<file path="config.mk">
export PLATFORM = sky130hd
export DESIGN_NAME = abp_sender_transmitter
export DESIGN_NICKNAME = d
export VERILOG_FILES = /design/src/rtl/abp_pkg.sv /design/src/rtl/abp_retry_timer.sv /design/src/rtl/abp_sender_transmitter.sv
export SDC_FILE = /design/constraint.sdc
export NUM_CORES = 1
export LEC_CHECK = 0
export BUFFER_PORTS_ARGS = -buffer_cell sky130_fd_sc_hd__buf_2
export CORE_AREA = 2 2 107 109
export CTS_CLUSTER_SIZE = 20
export DETAILED_ROUTE_END_ITERATION = 12
export DIE_AREA = 0 0 109 111
export PLACE_DENSITY = 0.71
export SLEW_MARGIN = 5
export SYNTH_ARGS = -nofsm -noshare
export SYNTH_HDL_FRONTEND = slang
export SYNTH_SLANG_ARGS = --single-unit
</file>
<file path="constraint.sdc">
create_clock -name aclk -period 3.18 [get_ports aclk]
set_input_delay 0.318 -clock aclk [delete_from_list [all_inputs] [get_ports aclk]]
set_output_delay 0.318 -clock aclk [all_outputs]
set_load 0.05 [all_outputs]
</file>
<file path="src/rtl/abp_pkg.sv">
// Shared Alternating Bit Protocol definitions: frame layout constants,
// sender transmitter state encoding and the frame byte selector.
package abp_pkg;

    localparam int unsigned ABP_VALUE_BYTES  = 8;
    localparam int unsigned ABP_FRAME_BYTES  = 9;
    localparam int unsigned ABP_SEQ_BYTE_IDX = 8;

    typedef enum logic [1:0] {
        RESET_STATE,
        IDLE,
        SEND,
        WAIT_ACK
    } abp_tx_state_e;

    // Bytes 0..7 are the value little-endian; byte 8 carries the alternating bit.
    function automatic logic [7:0] abp_frame_byte(
        input logic [8*ABP_VALUE_BYTES-1:0] value,
        input logic                         seq,
        input logic [3:0]                   idx
    );
        if (idx == 4'(ABP_SEQ_BYTE_IDX)) begin
            return {7'b0, seq};
        end
        return value[{idx[2:0], 3'b000} +: 8];
    endfunction

endpackage

</file>
<file path="src/rtl/abp_retry_timer.sv">
// Acknowledge wait timer: cleared on load, counts while enabled, flags the
// last cycle of the timeout window.
module abp_retry_timer #(
    parameter int unsigned TIMEOUT_CYCLES = 1000
) (
    input  logic aclk,
    input  logic aresetn,
    input  logic clear_i,
    input  logic enable_i,
    output logic expired_o
);

    logic [15:0] count_q;
    logic [15:0] count_d;

    always_comb begin
        count_d = count_q;
        if (clear_i) begin
            count_d = '0;
        end else if (enable_i) begin
            count_d = count_q + 16'd1;
        end
    end

    always_ff @(posedge aclk or negedge aresetn) begin
        if (!aresetn) begin
            count_q <= '0;
        end else begin
            count_q <= count_d;
        end
    end

    assign expired_o = (count_q == 16'(TIMEOUT_CYCLES - 1));

endmodule

</file>
<file path="src/rtl/abp_sender_transmitter.sv">
// ABP sender: serialises a 64-bit value plus sequence byte onto AXI-Stream,
// waits for the matching acknowledge and retransmits on timeout.
module abp_sender_transmitter
    import abp_pkg::*;
#(
    parameter int unsigned TIMEOUT_CYCLES = 1000,
    parameter int unsigned MAX_RETRIES    = 7
) (
    input  logic        aclk,
    input  logic        aresetn,
    input  logic        send_valid,
    output logic        send_ready,
    input  logic [63:0] send_value,
    output logic        m_axis_tvalid,
    input  logic        m_axis_tready,
    output logic        m_axis_tlast,
    output logic [7:0]  m_axis_tdata,
    input  logic        ack_valid,
    input  logic        ack_bit,
    output logic        seq_bit,
    output logic        busy,
    output logic        done,
    output logic        fail,
    output logic [7:0]  retry_count
);

    localparam logic [3:0] LAST_IDX = 4'(ABP_FRAME_BYTES - 1);

    abp_tx_state_e state_q, state_d;
    logic [63:0]   value_q, value_d;
    logic [3:0]    idx_q, idx_d;
    logic [7:0]    retry_q, retry_d;
    logic          seq_q, seq_d;
    logic          ready_q, ready_d;
    logic          tvalid_q, tvalid_d;
    logic          tlast_q, tlast_d;
    logic [7:0]    tdata_q, tdata_d;
    logic          busy_q, busy_d;
    logic          done_q, done_d;
    logic          fail_q, fail_d;
    logic          timer_clear;
    logic          timer_en;
    logic          timer_expired;

    abp_retry_timer #(
        .TIMEOUT_CYCLES(TIMEOUT_CYCLES)
    ) u_timer (
        .aclk      (aclk),
        .aresetn   (aresetn),
        .clear_i   (timer_clear),
        .enable_i  (timer_en),
        .expired_o (timer_expired)
    );

    // Outputs are computed for the cycle after the edge, so every port is a flop.
    always_comb begin
        state_d     = state_q;
        value_d     = value_q;
        idx_d       = idx_q;
        retry_d     = retry_q;
        seq_d       = seq_q;
        ready_d     = ready_q;
        tvalid_d    = tvalid_q;
        tlast_d     = tlast_q;
        tdata_d     = tdata_q;
        busy_d      = busy_q;
        done_d      = 1'b0;
        fail_d      = 1'b0;
        timer_clear = 1'b0;
        timer_en    = 1'b0;

        case (state_q)
            RESET_STATE: begin
                state_d = IDLE;
            end
            IDLE: begin
                if (send_valid && ready_q) begin
                    state_d  = SEND;
                    value_d  = send_value;
                    idx_d    = '0;
                    retry_d  = '0;
                    ready_d  = 1'b0;
                    busy_d   = 1'b1;
                    tvalid_d = 1'b1;
                    tlast_d  = 1'b0;
                    tdata_d  = send_value[7:0];
                end else begin
                    ready_d = 1'b1;
                end
            end
            SEND: begin
                if (tvalid_q && m_axis_tready) begin
                    if (idx_q == LAST_IDX) begin
                        state_d     = WAIT_ACK;
                        tvalid_d    = 1'b0;
                        tlast_d     = 1'b0;
                        timer_clear = 1'b1;
                    end else begin
                        idx_d   = idx_q + 4'd1;
                        tdata_d = abp_frame_byte(value_q, seq_q, idx_q + 4'd1);
                        tlast_d = ((idx_q + 4'd1) == LAST_IDX);
                    end
                end
            end
            WAIT_ACK: begin
                timer_en = 1'b1;
                if (ack_valid && (ack_bit == seq_q)) begin
                    state_d = IDLE;
                    seq_d   = ~seq_q;
                    done_d  = 1'b1;
                    ready_d = 1'b1;
                    busy_d  = 1'b0;
                end else if (timer_expired) begin
                    if (retry_q < 8'(MAX_RETRIES)) begin
                        state_d  = SEND;
                        retry_d  = retry_q + 8'd1;
                        idx_d    = '0;
                        tvalid_d = 1'b1;
                        tlast_d  = 1'b0;
                        tdata_d  = value_q[7:0];
                    end else begin
                        state_d = IDLE;
                        fail_d  = 1'b1;
                        ready_d = 1'b1;
                        busy_d  = 1'b0;
                    end
                end
            end
            default: begin
                state_d = RESET_STATE;
            end
        endcase
    end

    always_ff @(posedge aclk or negedge aresetn) begin
        if (!aresetn) begin
            state_q  <= RESET_STATE;
            value_q  <= '0;
            idx_q    <= '0;
            retry_q  <= '0;
            seq_q    <= 1'b0;
            ready_q  <= 1'b0;
            tvalid_q <= 1'b0;
            tlast_q  <= 1'b0;
            tdata_q  <= '0;
            busy_q   <= 1'b0;
            done_q   <= 1'b0;
            fail_q   <= 1'b0;
        end else begin
            state_q  <= state_d;
            value_q  <= value_d;
            idx_q    <= idx_d;
            retry_q  <= retry_d;
            seq_q    <= seq_d;
            ready_q  <= ready_d;
            tvalid_q <= tvalid_d;
            tlast_q  <= tlast_d;
            tdata_q  <= tdata_d;
            busy_q   <= busy_d;
            done_q   <= done_d;
            fail_q   <= fail_d;
        end
    end

    assign send_ready    = ready_q;
    assign m_axis_tvalid = tvalid_q;
    assign m_axis_tlast  = tlast_q;
    assign m_axis_tdata  = tdata_q;
    assign seq_bit       = seq_q;
    assign busy          = busy_q;
    assign done          = done_q;
    assign fail          = fail_q;
    assign retry_count   = retry_q;

endmodule

</file>
# Yosys cells after proc, flatten, opt, wreduce, memory -nomap -nowiden
# Cells that the tools add are included.
[word_totals] ff_bits=109 in_bits=70 out_inout_bits=23
[classes] n_addsub=3 order_cmp=1 eq_ne=16 shifts=1 n_mux=67 n_bitwise=1 n_reduce_logical=16
[op_table] operator="8-bit two-way mux" n=12
[op_table] operator="64-bit by 7-bit indexed part select with 8-bit output" n=1
[op_table] operator="1-bit two-way mux" n=33
[op_table] operator="16-bit two-way mux" n=2
[op_table] operator="4-bit two-way mux" n=6
[op_table] operator="8-bit case mux with 3 select lines" n=1
[op_table] operator="16-bit by 1-bit adder with 16-bit output (second input constant)" n=1
[op_table] operator="16-bit by 10-bit == test with 1-bit output (second input constant)" n=1
[op_table] operator="8-bit case mux with 2 select lines" n=1
[op_table] operator="2-bit != test (second input constant)" n=7
[op_table] operator="7-bit AND reduction" n=2
[op_table] operator="2-bit two-way mux" n=6
[op_table] operator="4-bit case mux with 3 select lines" n=1
[op_table] operator="8-bit by 1-bit adder with 8-bit output (second input constant)" n=1
[op_table] operator="4-bit == test (second input constant)" n=2
[op_table] operator="8-bit by 3-bit less-than comparator with 1-bit output (second input constant)" n=1
[op_table] operator="2-bit case mux with 4 select lines" n=1
[op_table] operator="4-bit AND reduction" n=2
[op_table] operator="3-bit != test (second input constant)" n=2
[op_table] operator="1-bit case mux with 3 select lines" n=2
[op_table] operator="6-bit AND reduction" n=1
[op_table] operator="5-bit AND reduction" n=1
[op_table] operator="4-bit by 1-bit adder with 4-bit output (second input constant)" n=1
[op_table] operator="2-bit == test (second input constant)" n=2
[op_table] operator="other kinds (10)" n=15

# Depth between registers and ports, before layout
# Gate-level depths: netlist of run 1.
[logic_depth] ltp_word=10 ltp_mapped=11

# Cells and area by module
# From an unflattened synthesis of run 1, not the netlist that was laid out.
[unflattened] cells_unflattened=550 hier_area_um2=5338.9
[modules_own_cells] mod="abp_sender_transmitter" n_inst=1 cells_each=463 area_each_um2=4426.7 seq_area_each_um2=2327.2
[modules_own_cells] mod="abp_retry_timer" n_inst=1 cells_each=87 area_each_um2=912.1 seq_area_each_um2=400.4

# Worst setup path before layout of run 1
# Ideal clock, no wire load.
[synth_timing] path_type="register -> register" startpoint="register idx_q[0]" endpoint="register tdata_q[5] (netlist: m_axis_tdata[5])" setup_time_ps=125 arrival_ps=2296 required_ps=3055 path_slack_ps=759 path_stages_with_launch=12 path_buffers=4 cell_sequence="dfrtp_1 -> buf_2 -> inv_1 -> buf_2 -> ha_1 -> buf_2 -> buf_2 -> mux2i_1 -> nand3_1 -> nand4_1 -> o21ai_0 -> mux2_4"
[synth_via] elab_chain_len=10 word_cells_on_any_way=14 classes_between="add/sub: 1; eq/ne: 3; shift: 1; mux: 8; reduce/logical: 1"
[synth_lines] item="from (decl)" line="abp_sender_transmitter.sv:31" rtl="logic [3:0] idx_q, idx_d;"
[synth_lines] item="from (signal assigned)" line="abp_sender_transmitter.sv:152" rtl="idx_q <= idx_d;"
[synth_lines] item="branches (longest 10 deep; another with 4-bit by 1-bit adder with 4-bit output)"
[synth_lines] item="to (signal assigned)" line="abp_sender_transmitter.sv:158" rtl="tdata_q <= tdata_d;"
[synth_lines] item="to (decl)" line="abp_sender_transmitter.sv:37" rtl="logic [7:0] tdata_q, tdata_d;"
# Several ways; the timed one is not identified. The select of a mux whose other input is x is not followed.
# A chain may end at the register's enable or synchronous reset.

# Final worst setup path of run 1
[layout_timing] startpoint="register idx_q[0]" endpoint="register tdata_q[7] (netlist: m_axis_tdata[7])"
# The elaborated chain is that of the path after synthesis.

==> results of run 1 <==
cell families (layout without fill, tap and decap cells):
family,Yosys count,after routing
AO/OA/AOI/OAI,52,52
buffers and inverters,42,130
AND/OR/NAND/NOR,315,315
adder cells (fa/ha/maj),4,4
flip-flops,109,109
XOR/XNOR,19,19
multiplexers,38,38
stage by stage:
step | area (um^2) | instances | hold slack [ns] | utilization (%)
finish | 6290 | 810 | 0.0222 | 56.8
global route | 6290 | 810 | 0.0809 | 56.8
CTS | 6290 | 810 | 0.0444 | 56.8
detailed placement | 5950 | 794 | 0.433 | 53.8
global placement | 5950 | 794 | 0.408 | 53.8
floorplan | 5350 | 579 | 0.0224 | -
worst min path at each step:
| stage | depth (start not counted) | start | to |
|---|---|---|---|
| floorplan | 0 | aresetn | busy |
| global placement | 1 | aresetn | fail |
| detailed placement | 1 | aresetn | fail |
| CTS | 1 | aresetn | fail |
| global route | 1 | aresetn | u_timer.count_q[9] |
| finish | 1 | aresetn | fail |
power by group:
group | internal [mW] | leakage [nW] | switching [mW]
Sequential | 1.96 | 1.35 | 0.535
Clock | 0.735 | 0.166 | 0.509
Combinational | 1.12 | 1.65 | 1.61
Total | 3.81 | 3.16 | 2.65
final cells by class:
| type | instances | area (um^2) | area share (%) |
|---|---|---|---|
| Timing Repair Buffer | 104 | 566 | 8.99 |
| Inverter | 10 | 37.5 | 0.597 |
| Multi-Input combinational cell | 428 | 2440 | 38.9 |
| Clock buffer | 11 | 253 | 4.02 |
| Sequential cell | 109 | 2730 | 43.4 |
| Clock inverter | 5 | 82.6 | 1.31 |
| Tap cell | 143 | 179 | 2.84 |
routing by layer:
layer	vias to the layer above	track usage (%)	share of wire (%)
met5	-	0	0
met4	0	10.0	3.0
met3	27	5.64	4.3
met2	99	37.3	50
met1	2092	29.6	43
li1	2107	-	-
sequential cells by signal, indices dropped and copies added, names as in the netlist, 2 cells and up:
signal,flops
idx_q,4
retry_count,8
u_timer.count_q,16
m_axis_tdata,8
value_q,64
state_q,2
placed cells by master (no fill, tap or decap), types with 3 or more instances in the layout:
cell	count
a21oi_1	11
a22oi_1	7
and2_1	8
and3_1	6
buf_2	91
buf_4	12
clkbuf_16	9
dfrtp_1	109
ha_1	4
inv_1	9
mux2_4	8
mux2i_1	25
mux4_2	4
nand2_1	212
nand3_1	29
nand4_1	18
nor2_1	25
nor3_1	4
o211ai_1	3
o21ai_0	11
xnor2_1	3
xor2_1	15
critical path, cell delays in order, from the launching register on:
cell	delay (ns)
dfrtp_1	0.32
buf_4	0.21
inv_1	0.25
ha_1	0.40
buf_4	0.28
mux4_2	0.54
mux2i_1	0.17
o21ai_1	0.10
mux2_4	0.28
==> metrics, run 1 <==
status finished, final reports clean; count leader, synth nand2_1; Final Setup Violations 0; Core ar. between 10000 and 15000 um^2; worst reg2reg path endpoint m_axis_tdata[7]; Synth Area in Compound Gates under 10%; Fin. Hold Viols 0; Slew @ Worst Pin around 0.74 ns; Slew HR roughly half; Initial Util around 48%; share of the synthesized area in the top cell type 50.9%; sequential fraction of the synthesis area 50.9%; vias in the first global route around 4300; Async SR Flop Fraction 100%; clk_skew between 0.008 and 0.009 ns; largest net degree at the start of global routing 66; TNS Setup 0 ns; reg2reg start idx_q[0]; CP arrival 2.91 ns; Syn Nets between 600 and 700; Root Driver clkbuf_16; Leak 3.16 nW; Critical Path Start Type flip-flop; Hold Crit Class input port to asynchronous set/reset pin; IO buf count 92; Boundary Pins 93; maximum clock rate around 0.37 GHz; main combinational cell family by area after synthesis simple AND/OR/NAND/NOR gates; final worst slack around 0.51 ns; DR pass1 iterations 4; GRT Total Usage 23.2%; Post-CTS Setup Inserts 0; Synth area leader dfrtp_1; Tot Pwr ~6.5 mW; Synth Area in Simple Gates around a quarter; initial antenna violation count 0; Die X 109 um; total CTS buffers 9; Setup crit end kind flip-flop; ant diodes 0; CTS sink count about 110; launch point of the worst path idx_q[0]; die area ~12000 um^2; Nets about 740; P&R area growth vs syn 17.5%; Yosys cell types 55; drt wl/cell approximately 16 um; number of flops mapped to enable cells by yosys 0; share of cells above drive strength 1 approximately 22%; worst-skew pair later-pin latency around 0.36 ns; CTS resizes 0; VDD IR-drop max 0.000477 V; Reg clk slew, reported paths approximately 0.070 ns; grt ovf 0; num rows 39; GPL Wtd Cong about 0.87; DR iter-0 viols 260; die span in y approximately 110 um; Syn Area/Cell about 9.2 um^2; Worst Reg-to-Reg Cells 8; Critical Path Fanout Max 19; minimum clock period roughly 2.7 ns; drc violations 0; Critical Path RT ~3.4 ns; Synth top cells by count nand2_1, dfrtp_1, nand3_1; first-pass GRT wire length about 22000 um; crit path to m_axis_tdata[7]; MaxCap Viol Count 0; Post-Synth Adder-Cell Area less than 1%; clk buf depth 2; Syn Std Cell Area around 5400 um^2; remaining antenna violation count 0; critical path class flip-flop to flip-flop; fillers 970; drt total wl ~13000 um; synthesis-stage register bit count around 110; CTS H-Tree Depth 3; vias per cell around 5.3; DP Worst Slack 0.533 ns; synth warn 0; reg2reg setup slack slightly above 0.5 ns; Tcrit/Tclk final about 84%; commonest register cell after synthesis dfrtp_1; Cells after Synth 579; DR vias 4325; Final HPWL DP about 9500 um; Final Max Tran Viols 0; Post-Synth XOR/XNOR Area between 3 and 4%; RSZ-0062 raised after global routing false; CTS tree done; mux cell area share after synthesis 8.81%; top cells by area, synth dfrtp_1, nand2_1, mux2i_1, nand3_1, xor2_1; CTS Hold Bufs 0; Pwr Density 1030 nW/um^2
No activity file was read; power rests on OpenSTA's default activity.
==> run 2, diff against run 1 <==
==> constraint.sdc (replaced) <==
create_clock -name aclk -period 2.49 [get_ports aclk]
set_input_delay 0.249 -clock aclk [delete_from_list [all_inputs] [get_ports aclk]]
set_output_delay 0.249 -clock aclk [all_outputs]
set_load 0.05 [all_outputs]
==> metrics, run 2 (same netlist as run 1, synthesis figures left out) <==
status finished, final reports clean; num rows 39 (unchanged); Critical Path Start Type flip-flop; worst-skew pair later-pin latency 0.35 ns (about the same); Hold Crit Class input port to flip-flop; Largest regs value_q: 64 flops, u_timer.count_q: 16 flops; fin area 6310 um^2 (+0.38%); initial antenna violation count 0 (unchanged); ant diodes 0 (unchanged); first-pass GRT wire length 21800 um (+0.93%); Slew @ Worst Pin 0.607 ns (-0.131 ns); Cells after DPL 800 (+0.76%); CTS tree done; total CTS buffers 9 (unchanged); fillers 1002 (+3.3%); die area 12100 um^2 (unchanged); commonest non-fill, non-tap cell in the layout nand2_1; clk buf depth 2 (unchanged); Final Setup Violations 0 (unchanged); Reg clk slew, reported paths 0.07 ns (about the same); Final Max Tran Viols 0 (unchanged); final worst slack 0.242 ns (-0.266 ns); MaxCap Viol Count 0 (unchanged); placed cell areas 6020 um^2 (+1.2%); vias in the first global route 4403 (+1.3%); Leak 3.18 nW (+0.49%); CTS sink count 109 (unchanged); Root Driver clkbuf_16; Setup crit end kind flip-flop; Post-CTS Setup Inserts 0 (unchanged); vias per cell 5.34 (about the same); VDD IR-drop max 0.000543 V (+14%); Die X 109 um (unchanged); Core ar. 11100 um^2 (unchanged); most frequent cells in the layout nand2_1, dfrtp_1, buf_2, nand3_1; clk_skew 0.00556 ns (-0.00336 ns); critical path class flip-flop to flip-flop; GPL Wtd Cong 0.855 (-1.5%); Critical Path RT 2.73 ns (-0.69 ns); CTS H-Tree Depth 3 (unchanged); Fin. Hold Viols 0 (unchanged); reg2reg setup slack 0.24 ns (-0.27 ns); Critical Path Fanout Max 18 (-1); Pwr Density 1290 nW/um^2 (+25%); CTS Hold Bufs 1 (+1); Boundary Pins 93 (unchanged); RSZ-0062 raised after global routing false; drt wl/cell 16.1 um (-1.1%); CP arrival 2.49 ns (-0.42 ns); DP Worst Slack 0.257 ns (-0.276 ns); P&R area growth vs syn 17.9%; DR vias 4360 (+0.81%); largest net degree at the start of global routing 67 (+1.5%); CTS resizes 0 (unchanged); drt total wl 13100 um (-0.37%); DR iter-0 viols 343 (+32%); Initial Util 48.3% (unchanged); remaining antenna violation count 0 (unchanged); minimum clock period 2.25 ns (-0.424 ns); grt ovf 0 (unchanged); Final HPWL DP 9610 um (+1.3%); Slew HR 59.2% (+8.4 points); maximum clock rate 0.445 GHz (+19%); IO buf count 92 (unchanged); DR pass1 iterations 4 (unchanged); max reg flops 64 (unchanged); post-route insts no fill 816 (+0.74%); TNS Setup 0 ns (unchanged); Tcrit/Tclk final 90.3% (+6.3 points); share of cells above drive strength 1 22.1% (+0.25 points); largest reg by FF count value_q; die span in y 111 um (unchanged); drc violations 0 (unchanged); GRT Total Usage 23.5% (+0.29 points); Nets 743 (+0.95%)
## run 2: area by class of cell
cell class	count	area (um^2)	share of cell area, %
Tap cell	143	179	2.83
Clock inverter	1	5.00	0.0793
Inverter	10	37.5	0.595
Clock buffer	14	274	4.34
Timing Repair Buffer	111	646	10.2
Multi-Input combinational cell	428	2440	38.7
Sequential cell	109	2730	43.2
## run 2: final timing paths
check / start / cells past startpoint / end
min in group asynchronous: aresetn / 2 / u_timer.count_q[11]
worst max register to register: idx_q[0] / 7 / m_axis_tdata[7]
worst min-delay path: send_value[24] / 3 / value_q[24]
worst max-delay path: idx_q[0] / 7 / m_axis_tdata[7]
worst min register to register: value_q[10] / 2 / value_q[10]
max in group asynchronous: aresetn / 3 / value_q[23]
## run 2: per-stage QoR
stage / hold WS (ns) / total power, mW / utilization (%)
after floorplan: -0.0466 / 5.76 / -
after global placement: 0.213 / 6.65 / 54.4
after detailed placement: 0.219 / 6.78 / 54.4
after CTS: 0.0783 / 8.17 / 57.0
after global routing: 0.0878 / 8.69 / 57.0
final: 0.0838 / 8.12 / 57.0
## run 2: worst max-delay path: stages, from the launching register on
cell and delay, ns:
dfrtp_1 0.38, buf_4 0.20, ha_1 0.31, xor2_2 0.39
mux4_2 0.36, mux2i_1 0.15, o21ai_1 0.08, mux2_4 0.27
## run 2: power breakdown
| part | total, mW | leakage [nW] | switching (mW) | internal, mW |
|---|---|---|---|---|
| Sequential | 3.13 | 1.35 | 0.619 | 2.51 |
| Combinational | 3.63 | 1.69 | 2.13 | 1.50 |
| Clock | 1.37 | 0.139 | 0.612 | 0.755 |
| Total | 8.12 | 3.18 | 3.36 | 4.76 |
## run 2: per-layer routing
| metal | up-vias | track usage [%] | share of wire (%) |
|---|---|---|---|
| met3 | 30 | 3.64 | 4.0 |
| met5 | - | 0 | 0 |
| met2 | 114 | 36.3 | 49 |
| met1 | 2104 | 32.0 | 44 |
| met4 | 0 | 11.5 | 3.6 |
| li1 | 2112 | - | - |
